File: src/rtl/pipeline_stall_controller_pkg.sv
`default_nettype none
// +------------------------------------------------------------------------+
// | pipeline_stall_controller_pkg: state encoding and shared constants     |
// | Revision: 1.0                                                          |
// +------------------------------------------------------------------------+
package pipeline_stall_controller_pkg;

  localparam logic [1:0] INIT      = 2'd0;
  localparam logic [1:0] RUN       = 2'd1;
  localparam logic [1:0] DMEM_WAIT = 2'd2;
  localparam logic [1:0] HALT      = 2'd3;

  typedef enum logic [1:0] {
    ST_INIT      = INIT,
    ST_RUN       = RUN,
    ST_DMEM_WAIT = DMEM_WAIT,
    ST_HALT      = HALT
  } state_t;

  localparam logic [4:0] REG_X0 = 5'd0;

  function automatic int max_int(input int a, input int b);
    return (a > b) ? a : b;
  endfunction

endpackage
`default_nettype wire

File: src/rtl/pipeline_stall_controller_sat_counter.sv
`default_nettype none
// +------------------------------------------------------------------------+
// | sat_counter: up-counter that sticks at all-ones instead of wrapping    |
// | Revision: 1.0                                                          |
// +------------------------------------------------------------------------+
module sat_counter #(
  parameter int W = 32
) (
  input  logic         clk,
  input  logic         rst,
  input  logic         inc,
  output logic [W-1:0] count
);

  always_ff @(posedge clk or posedge rst) begin
    if (rst) begin
      count <= '0;
    end else if (inc && (count != '1)) begin
      count <= count + W'(1);
    end
  end

endmodule
`default_nettype wire

File: src/rtl/pipeline_stall_controller.sv
`default_nettype none
// +------------------------------------------------------------------------+
// | pipeline_stall_controller: stall/flush/bubble sequencer for the 5-stage|
// | RV32I pipeline, with reset purge and data-memory timeout halt.         |
// | Revision: 1.0                                                          |
// +------------------------------------------------------------------------+
module pipeline_stall_controller
  import pipeline_stall_controller_pkg::*;
#(
  parameter int INIT_CYCLES  = 4,
  parameter int DMEM_TIMEOUT = 16,
  parameter int CNT_W        = 32
) (
  input  logic             clk,
  input  logic             rst,
  input  logic [4:0]       ifid_rs1,
  input  logic [4:0]       ifid_rs2,
  input  logic             ifid_uses_rs1,
  input  logic             ifid_uses_rs2,
  input  logic             idex_memread,
  input  logic [4:0]       idex_rd,
  input  logic             ex_branch_taken,
  input  logic             imem_ready,
  input  logic             dmem_req,
  input  logic             dmem_ready,
  output logic             pc_write,
  output logic             ifid_write,
  output logic             ifid_flush,
  output logic             idex_write,
  output logic             idex_bubble,
  output logic             exmem_write,
  output logic             exmem_bubble,
  output logic             memwb_bubble,
  output logic             halted,
  output logic             mem_fault,
  output logic [CNT_W-1:0] stall_cycles,
  output logic [CNT_W-1:0] flush_count
);

  // One counter serves both the reset purge and the memory-wait timeout.
  localparam int WAIT_W = $clog2(max_int(INIT_CYCLES, DMEM_TIMEOUT) + 1);
  localparam logic [WAIT_W-1:0] C_INIT_LAST = WAIT_W'(INIT_CYCLES - 1);
  localparam logic [WAIT_W-1:0] C_TIMEOUT   = WAIT_W'(DMEM_TIMEOUT);

  state_t              r_state;
  state_t              w_next_state;
  logic [WAIT_W-1:0]   r_cnt;
  logic [WAIT_W-1:0]   w_next_cnt;
  logic                w_advance;
  logic                w_load_use;
  logic                w_inc_flush;
  logic                w_inc_stall;

  assign w_load_use = idex_memread && (idex_rd != REG_X0) &&
                      ((ifid_uses_rs1 && (ifid_rs1 == idex_rd)) ||
                       (ifid_uses_rs2 && (ifid_rs2 == idex_rd)));

  always_comb begin
    pc_write     = 1'b1;
    ifid_write   = 1'b1;
    ifid_flush   = 1'b0;
    idex_write   = 1'b1;
    idex_bubble  = 1'b0;
    exmem_write  = 1'b1;
    exmem_bubble = 1'b0;
    memwb_bubble = 1'b0;
    halted       = 1'b0;
    mem_fault    = 1'b0;
    w_advance    = 1'b0;
    w_inc_flush  = 1'b0;
    w_next_state = r_state;
    w_next_cnt   = r_cnt;

    case (r_state)
      ST_INIT: begin
        pc_write     = 1'b0;
        ifid_flush   = 1'b1;
        idex_bubble  = 1'b1;
        exmem_bubble = 1'b1;
        memwb_bubble = 1'b1;
        if (r_cnt == C_INIT_LAST) begin
          w_next_state = ST_RUN;
          w_next_cnt   = '0;
        end else begin
          w_next_cnt = r_cnt + WAIT_W'(1);
        end
      end
      ST_RUN: begin
        if (dmem_req && !dmem_ready) begin
          pc_write     = 1'b0;
          ifid_write   = 1'b0;
          idex_write   = 1'b0;
          exmem_write  = 1'b0;
          memwb_bubble = 1'b1;
          w_next_state = ST_DMEM_WAIT;
          w_next_cnt   = WAIT_W'(1);
        end else begin
          w_advance = 1'b1;
        end
      end
      ST_DMEM_WAIT: begin
        if (dmem_ready) begin
          w_advance    = 1'b1;
          w_next_state = ST_RUN;
          w_next_cnt   = '0;
        end else begin
          pc_write     = 1'b0;
          ifid_write   = 1'b0;
          idex_write   = 1'b0;
          exmem_write  = 1'b0;
          memwb_bubble = 1'b1;
          if (r_cnt == C_TIMEOUT) begin
            mem_fault    = 1'b1;
            w_next_state = ST_HALT;
          end else begin
            w_next_cnt = r_cnt + WAIT_W'(1);
          end
        end
      end
      default: begin
        pc_write     = 1'b0;
        ifid_write   = 1'b0;
        idex_write   = 1'b0;
        exmem_write  = 1'b0;
        memwb_bubble = 1'b1;
        halted       = 1'b1;
      end
    endcase

    // Lower-priority sources, applied whenever the memory stage is not holding.
    if (w_advance) begin
      if (ex_branch_taken) begin
        ifid_flush  = 1'b1;
        idex_bubble = 1'b1;
        w_inc_flush = 1'b1;
      end else if (w_load_use) begin
        pc_write    = 1'b0;
        ifid_write  = 1'b0;
        idex_bubble = 1'b1;
      end else if (!imem_ready) begin
        pc_write   = 1'b0;
        ifid_flush = 1'b1;
      end
    end
  end

  assign w_inc_stall = ((r_state == ST_RUN) || (r_state == ST_DMEM_WAIT)) && !pc_write;

  always_ff @(posedge clk or posedge rst) begin
    if (rst) begin
      r_state <= ST_INIT;
      r_cnt   <= '0;
    end else begin
      r_state <= w_next_state;
      r_cnt   <= w_next_cnt;
    end
  end

  sat_counter #(.W(CNT_W)) u_stall_cnt (
    .clk   (clk),
    .rst   (rst),
    .inc   (w_inc_stall),
    .count (stall_cycles)
  );

  sat_counter #(.W(CNT_W)) u_flush_cnt (
    .clk   (clk),
    .rst   (rst),
    .inc   (w_inc_flush),
    .count (flush_count)
  );

endmodule
`default_nettype wire

File: config.mk
export PLATFORM = sky130hd
export DESIGN_NAME = pipeline_stall_controller
export DESIGN_NICKNAME = d
export VERILOG_FILES = /design/src/rtl/pipeline_stall_controller_pkg.sv /design/src/rtl/pipeline_stall_controller_sat_counter.sv /design/src/rtl/pipeline_stall_controller.sv
export SDC_FILE = /design/constraint.sdc
export NUM_CORES = 1
export LEC_CHECK = 0
export CAP_MARGIN = 20
export CORE_MARGIN = 2
export CORE_UTILIZATION = 37
export DETAILED_ROUTE_END_ITERATION = 10
export SLEW_MARGIN = 20
export SYNTH_ARGS = -nofsm -noshare
export SYNTH_HDL_FRONTEND = slang
export SYNTH_SLANG_ARGS = --single-unit
export TNS_END_PERCENT = 5
File: constraint.sdc
create_clock -name clk -period 2.4 [get_ports clk]
set_input_delay 0.36 -clock clk [delete_from_list [all_inputs] [get_ports clk]]
set_output_delay 0.36 -clock clk [all_outputs]
set_load 0.02 [all_outputs]
======== After elaboration in Yosys (flattened, before gate mapping) ========
Index checks and enable logic that the tools add are counted.
operators by class
  shifts and indexed selects .............. 0
  $mul .................................... 0
  equality and inequality tests ........... 12
  magnitude comparators ................... 0
  bitwise operators ....................... 0
  muxes and demuxes ....................... 38
  div/mod/pow operators ................... 0
  reduce and logical (&&, ||, !) cells .... 18
  add/sub/neg operators ................... 3
operators by type and width
  cell                     number
  $add A32 B1 Y32 const B  2
  $ne A32 B32 Y1 const B   2
  $mux W1                  25
  $mux W5                  4
  $pmux W5 S3              1
  $eq A5 B5 Y1             2
  $logic_and A1 B1 Y1      8
  $mux W2                  4
  $ne A3 B3 Y1 const B     2
  $pmux W2 S3              1
  $add A5 B1 Y5 const B    1
  $eq A5 B2 Y1 const B     1
  $eq A5 B5 Y1 const B     1
  $reduce_bool A5 Y1       1
  $ne A2 B2 Y1 const B     2
  $pmux W1 S2              2
  $reduce_and A4 Y1        1
  $pmux W1 S3              1
  $reduce_and A3 Y1        1
  $reduce_bool A3 Y1       1
  $reduce_or A3 Y1         1
  $eq A2 B1 Y1 const B     1
  $eq A2 B2 Y1 const B     1
  $logic_not A1 Y1         2
  2 further kinds          3
word-level totals
  bits in registers ....................... 71
  RAM bits ................................ 0
  bits in read-only memories .............. 0
  memories kept ........................... 0
  output and inout bits ................... 74
  logic and storage cells ................. 75
  latch bits .............................. 0

======== Logic depth before layout (Yosys ltp) ========
Gate-level depths: netlist (run 1).
  word-level depth ........................ 10
  gate-level depth with buffers ........... 9
  depth with buffers taken out ............ 9

======== Cells and area by module ========
A second synthesis (run 1) with hierarchy kept.
second synthesis, totals
  cells, all modules ...................... 370
  area total of the unflattened synthesis .. 3,953.8 um^2
by module, submodules not included
  module                     area each (um^2)  cells an instance  seq. area each (um^2)  times used
  sat_counter                1,561.5           139                800.8                  2
  pipeline_stall_controller  830.8             92                 175.2                  1

======== Worst setup path after synthesis (run 1) ========
No wires, ideal clock.
  kind .................................... register to register
  start point ............................. reg u_stall_cnt.count[0]
  end point ............................... reg u_stall_cnt.count[1]
  data arrival time ....................... 2.039 ns
  required time ........................... 2.275 ns
  path slack .............................. 0.236 ns
  stages on the path, launching flop included .. 8
  library setup time ...................... 0.125 ns
  path buffers ............................ 1
  cells stage by stage .................... dfrtp_1 -> ha_1 -> nand2_1 -> or3_1 -> o41ai_2 -> a21oi_2 -> buf_6 -> mux2_4
between the ends
  cells in the longest elaborated chain, start to end .. 2
  elaborated cells between the ends (all ways) .. 3
  those cells by class .................... add/sub: 1; eq/ne: 1; reduce/logical: 1
ends and longest elaborated chain
  element                                                  RTL line                                     RTL
  start: declaration                                       pipeline_stall_controller_sat_counter.sv:12  output logic [W-1:0] count
  start signal: assignment                                 pipeline_stall_controller_sat_counter.sv:19  count <= count + W'(1);
  branches (longest 2 deep; another with $add A32 B1 Y32)  n/a
Parallel ways; which one is timed is not known.
A chain may end at the register's enable or synchronous reset.

======== Worst setup path in the final report (run 1) ========
  start point ............................. in ifid_rs1[1]
  end point ............................... out ifid_write
between the ends
  cells in the longest elaborated chain, start to end .. 7
ends and longest elaborated chain
  element              RTL line                          RTL
  start: declaration   pipeline_stall_controller.sv:16   input logic [4:0] ifid_rs1,
  $eq A5 B5 Y1         pipeline_stall_controller.sv:55   ((ifid_uses_rs1 && (ifid_rs1 == idex_rd)) ||
  $logic_and A1 B1 Y1  pipeline_stall_controller.sv:55
  $logic_or A1 B1 Y1   pipeline_stall_controller.sv:55
  $logic_and A1 B1 Y1  pipeline_stall_controller.sv:54   assign w_load_use = idex_memread && (idex_rd != REG_X0) &&
  $mux W1              pipeline_stall_controller.sv:136  end else if (w_load_use) begin
  $mux W1              pipeline_stall_controller.sv:132  if (ex_branch_taken) begin
  $mux W1              pipeline_stall_controller.sv:131  if (w_advance) begin
  end: declaration     pipeline_stall_controller.sv:27   output logic ifid_write,
No other way between the ends.

==> impl_metrics.ini, run 1 <==
[logic_synthesis]
synthDistinctLibCells = 44
synth_top_family_by_area = simple AND/OR/NAND/NOR gates
synth_edf_count = 0
synth_ff_type = dfrtp_1
ys_seq_area_share_pct = 47.59
synth-compound-area-share_pct = 6.803
async_reset_ff_share_pct = 100.0
syn_area_per_cell_sq_um = 10.15
ys_warn_count = 0
syn-instance-count = 368
synth_fa_ha_area_share_pct = 3.016
synth.mux.area_fraction_pct = 0.7038
mappedNetlistNets = 401
synth_xor_area_share_pct = 16.89
synthSimpleGateAreaFrac_pct = 22.15
syn_area_sq_um = 3734
synth-seq-cells = 71

[setup_path]
crit_chain = clkdlybuf4s50_1 > xor2_1 > nor4_1 > and3_1 > buf_4 > o21ai_2 > o21a_1 > buf_2
critPathArrivalTime_ps = 2020
worstSetupPathType = input port to output port
cp_top_family = buffers and inverters
endpoint_kind = output port
critPathMaxStageDelay_ps = 440
cp-start-kind = input port
crit_buf_inv = 3
crit_required_ps = 2040
slowest_stage = clkdlybuf4s50_1
crit_fanout = 2

[place]
finalWeightedCongestion = 0.8407
io_buffers = 97
dp_hpwl_mm = 6.555
place_ws_ps = -509.2
dp.cells = 611
post_dp_cell_area_sq_um = 5021

[detailed_routing]
wirelength_mm = 8.947
avgRoutedWirePerCell_um = 14.27
drt-vias-per-instance = 4.976
dr.pass1.iters = 4
route.detailed.drc = 0
num_vias = 3120
initialDrtViolationCount = 103
ant_nets = 0

[clock_tree]
cts_hold_buf = 0
htreeDepth = 3
clockBufferDepth = 2
numCtsBuffers = 9
clockRootBuffer = clkbuf_8
cts_sinks = 71
cts_tree = built
clk_pin_slew_ps = 80
worstSkewPairLatency_ps = 350

[floorplanning]
core_sq_um = 9774
boundaryPins = 98
die_h_um = 104.5
initial_core_util_pct = 38.20
row_count = 36
chipWidth_um = 104.5
fp.dieArea_sq_um = 10910

[grt]
track_usage_pct = 17.42
grt_start_max_net_pins = 45
grt_overflow_total = 0
grt_pass1_vias = 3147
grt_pass1_wl_mm = 15.49
antenna_found_initial = 0

[timing]
fin_crit_sh_pct = 99.20
fin_setup_tns_ps = 0
finalSetupViolCount = 0
rsz0062_at_grt = yes
fin_ws_ps = 19.28
max_slew_margin_pct = 56.49
finalMaxSlewViolations = 0
finalHoldViolCount = 0
fin_skew_ps = 13.03
worst_pin_slew_ps = 648.3
clock.fmax_mhz = 420.0
period_minus_slack_ps = 2381

[status]
status = complete, no violations

[pwr]
vdd_drop_max_mv = 0.6334
leakage_nw = 2.262
power.density_nw_per_um2 = 800.3

[worst_hold_path]
hp-class = input port to async pin

[final_layout]
antennaDiodeCount = 0
fin_area_sq_um = 5249
final_nets = 522
layout-drive-gt1-share_pct = 11.34
area_growth_pct = 40.58
layoutNonFillerInstCount = 627

[flow_run]
cap_violations = 0
## sequential cells by signal, summed over array words and instances (netlist names)
name	cells
u_flush_cnt.count	32
r_cnt	5
u_stall_cnt.count	32
r_state	2
## layer usage
metal,track usage [%],wire (um),up-vias
li1,-,-,1526
met1,23.54,4218,1498
met2,26.00,3985,83
met3,5.514,589,13
met4,6.757,153,0
met5,0,0,-
## final cells by class
| type | instances | area, sq um |
|---|---|---|
| fill | 933 | 4526 |
| clock inverter | 6 | 67.56 |
| multi-input combinational | 275 | 1883 |
| timing repair buffer | 117 | 1161 |
| clock buffer | 10 | 137.6 |
| sequential | 71 | 1777 |
| inverter | 15 | 56.30 |
| tap | 133 | 166.4 |
## worst register-to-register path, cell delays in order, from the launching register on
cell     delay [ps]
dfrtp_1         410
ha_2            250
nand2_1          90
or3_1           460
o41ai_4         360
a21oi_4          60
buf_12          170
and4_1          220
xor2_1          140
## per-stage QoR
| step | utilization [%] | total power, mW | hold WS (ps) |
|---|---|---|---|
| after floorplan | - | 2.513 | 500.1 |
| after global placement | 51.37 | 3.242 | 472.8 |
| after detailed placement | 51.37 | 3.252 | 487.6 |
| after CTS | 53.34 | 4.228 | 351.7 |
| after global routing | 53.70 | 4.481 | 368.6 |
| final | 53.70 | 4.201 | 364.9 |
## Yosys cell counts, drive strengths merged (4+ instances only)
cell type	count	area share (%)
a21oi	9	1.3
and3	17	2.8
and4	4	0.94
buf	5	1.1
dfrtp	71	48
ha	9	3.0
inv	15	1.5
nand2	27	2.7
nand3	31	4.4
nand4	26	4.4
nor2	27	2.7
nor2b	4	0.67
nor3	6	1.1
nor4	4	0.84
o21ai	14	2.0
xnor2	50	12
xor2	22	5.2
## cells by family (layout without fill, tap and decap cells)
group                    after synthesis  in the layout
AND/OR/NAND/NOR                      155            155
flip-flops                            71             71
buffers and inverters                 22            148
AO/OA/AOI/OAI                         37             37
multiplexers                           2              2
adder cells (fa/ha/maj)                9              9
XOR/XNOR                              72             72
## power by group
group	switching, mW	internal, mW	leakage [nW]
sequential	0.171	1.33	0.955
clock	0.467	0.513	0.0993
combinational	0.938	0.782	1.21
## timing repair
item,4_1_cts,5_1_grt
endpoints found under the setup margin,6,38
pin swaps,3,4
gates resized for setup,26,9
buffers inserted,0,0
## layout by cell type, fill, tap and decap left out, types with 3 or more instances in the layout
cell type	synthesis	routed
nor2_1	27	27
nor2b_1	4	4
xnor2_1	50	50
clkdlybuf4s50_1	0	84
o21ai_0	9	8
nor3_1	4	4
buf_4	2	18
nand2_1	27	27
buf_12	0	4
nand3_1	29	29
nand4_1	26	26
dfrtp_1	71	71
o21ai_2	1	3
dlymetal6s2s_1	0	4
and4_1	4	4
nor4_1	3	3
and3_1	17	17
ha_1	9	8
nand2b_1	3	3
clkbuf_8	0	10
xor2_1	22	22
o21ai_1	4	3
a21oi_1	8	8
and2_1	3	3
dlygate4sd2_1	0	4
inv_1	15	14
## final timing paths
kind	slack (ps)	to	startpoint	cells past startpoint
worst max-delay path	20	ifid_write	ifid_rs1[1]	8
max in group asynchronous	1780	u_stall_cnt.count[5]	rst	3
worst min register to register	490	u_flush_cnt.count[27]	u_flush_cnt.count[27]	1
worst min-delay path	360	u_flush_cnt.count[26]	rst	3
worst max register to register	130	u_stall_cnt.count[4]	u_stall_cnt.count[0]	8
min in group clk	490	u_flush_cnt.count[27]	u_flush_cnt.count[27]	1
Note: power is estimated with default switching activity, not from simulation.
==> inputs of run 2 (changes only) <==
Settings changed: CORE_UTILIZATION 37 to 45, PLACE_DENSITY set to 0.75.
==> run 2 against run 1 <==
Sequential power about the same. Combinational power shrank 3%. Clock power shrank 19%. Setup slack better by 60 ps. Power shrank 5.9%. Flip-flop and latch count unchanged. First-iteration DRC count decreased by 9.7%. Cell area is 2.3% lower. Final cell count fell by 4.6%. Hold slack improved by 52 ps. Critical endpoint unchanged.
==> impl_metrics.ini, run 2 (synthesis results as in run 1) <==
[status]
status = complete, no violations

[timing]
finalMaxSlewViolations = 0
fin_ws_ps = 79.61
period_minus_slack_ps = 2320
max_slew_margin_pct = 58.05
finalHoldViolCount = 0
fin_crit_sh_pct = 96.68
clock.fmax_mhz = 431.0
finalSetupViolCount = 0
worst_pin_slew_ps = 625.0
fin_skew_ps = 5.195

[clock_tree]
htreeDepth = 3
cts_tree = built
clk_pin_slew_ps = 70
worstSkewPairLatency_ps = 340
clockRootBuffer = clkbuf_8
cts_hold_buf = 0
numCtsBuffers = 9
post_cts_buffers = 0
clockBufferDepth = 2
cts_sinks = 71

[grt]
grt_pass1_wl_mm = 13.96
grt_overflow_total = 0
grt_start_max_net_pins = 72
antenna_found_initial = 0
track_usage_pct = 19.75
grt_pass1_vias = 3042

[final_layout]
n_fill_cell = 686
final_cell_mix = 86 x clkdlybuf4s50_1, 71 x dfrtp_1, 50 x xnor2_1
regArea_sq_um = 1777
antennaDiodeCount = 0
layout-drive-gt1-share_pct = 10.95
area_growth_pct = 37.30
final_common_cell = clkdlybuf4s50_1
multi_input_comb_area_sq_um = 1873
final_nets = 521
reg_top3 = u_flush_cnt.count: 32 flops, u_stall_cnt.count: 32 flops, r_cnt: 5 flops

[place]
io_buffers = 97
dp_hpwl_mm = 6.268
place_ws_ps = -509.1
finalWeightedCongestion = 0.8069

[floorplanning]
die_h_um = 95.09
core_sq_um = 8134
initial_core_util_pct = 45.90
chipWidth_um = 95.09
boundaryPins = 98
row_count = 33
fp.dieArea_sq_um = 9041

[setup_path]
crit_fanout = 3
crit_required_ps = 2040
cp-start-kind = input port
critPathArrivalTime_ps = 1960
endpoint_kind = output port
worstSetupPathType = input port to output port

[pwr]
power.share.combinational_pct = 42.0
leakage_nw = 2.235
intPower_mw = 2.444
netSwitchingPower_mw = 1.510
power.density_nw_per_um2 = 771.2
p_clk_share_pct = 20.0
seq_power_share_pct = 38.0
vdd_drop_max_mv = 0.5372
p_sw_share_pct = 38.19
fin_total_pwr_mw = 3.953

[worst_hold_path]
hp-class = input port to async pin

[detailed_routing]
dr.pass1.iters = 4
drt-vias-per-instance = 5.278
avgRoutedWirePerCell_um = 14.29
wirelength_mm = 8.544
initialDrtViolationCount = 93
route.detailed.drc = 0
num_vias = 3156
ant_nets = 0

[flow_run]
cap_violations = 0
run 2: cell count changes in the layout (fill, tap and decap cells not counted), moves of 2 or more:
cell	previous run	this run
clkdlybuf4s50_1	84	86
inv_6	2	0
dlygate4sd2_1	4	1
clkinv_2	1	5
clkinvlp_4	2	0
clkbuf_2	0	2
clkbuf_1	0	2
run 2: cell type report:
cell class	count	share of cell area [%]
multi-input cells	275	36.54
flip-flops and latches	71	34.66
repair buffers	116	22.09
clock buffers	11	2.563
well taps	105	2.563
inverters	15	1.098
clock inverters	5	0.4882
run 2: metal layers:
metal,up-vias,share of wire (%),global-route usage [%]
li1,1518,-,-
met1,1533,43,25.40
met2,93,51,32.57
met3,12,5.3,5.296
met4,0,1.4,6.159
met5,-,0,0
run 2: path summary, 6_finish.rpt:
kind | start | end | slack (ps) | cells past startpoint
worst max-delay path | idex_rd[4] | ifid_write | 80 | 8
min in group clk | u_flush_cnt.count[29] | u_flush_cnt.count[29] | 490 | 1
max in group asynchronous | rst | u_stall_cnt.count[5] | 1680 | 3
worst min register to register | u_flush_cnt.count[29] | u_flush_cnt.count[29] | 490 | 1
worst max register to register | u_stall_cnt.count[0] | u_stall_cnt.count[4] | 150 | 8
worst min-delay path | rst | u_flush_cnt.count[21] | 420 | 3
run 2: power groups by stage:
stage | clock network [mW] | logic [mW] | registers (mW)
6_report | 0.792 | 1.66 | 1.50
5_1_grt | 0.870 | 1.80 | 1.53
4_1_cts | 0.817 | 1.66 | 1.50
3_5_place_dp | 0 | 1.71 | 1.52
3_3_place_gp | 0 | 1.68 | 1.51
2_1_floorplan | 0 | 0.921 | 1.59
run 2: repair_timing:
| item | in CTS | in global routing |
|---|---|---|
| endpoints found under the setup margin | 6 | 13 |
| pin swaps | 2 | 2 |
| gates cloned | 0 | 0 |
| resized for setup | 23 | 10 |
run 2: critical path, stage by stage:
cell,delay (ps)
clkdlybuf4s50_1,450
xor2_1,170
nor4_1,220
and3_1,240
buf_4,120
o21ai_2,60
o21a_1,180
buf_2,150
run 2: per-stage QoR:
stage	hold WS (ps)	TNS [ps]	utilization, %	area, sq um	cells
finish	417.2	0	63.02	5126	598
CTS	431.8	0	62.81	5109	598
floorplan	500.1	0	-	3734	368
global route	431.4	-7.728	63.02	5126	598
global placement	472.6	-5986	61.05	4966	582
detailed placement	485.6	-7933	61.05	4966	582
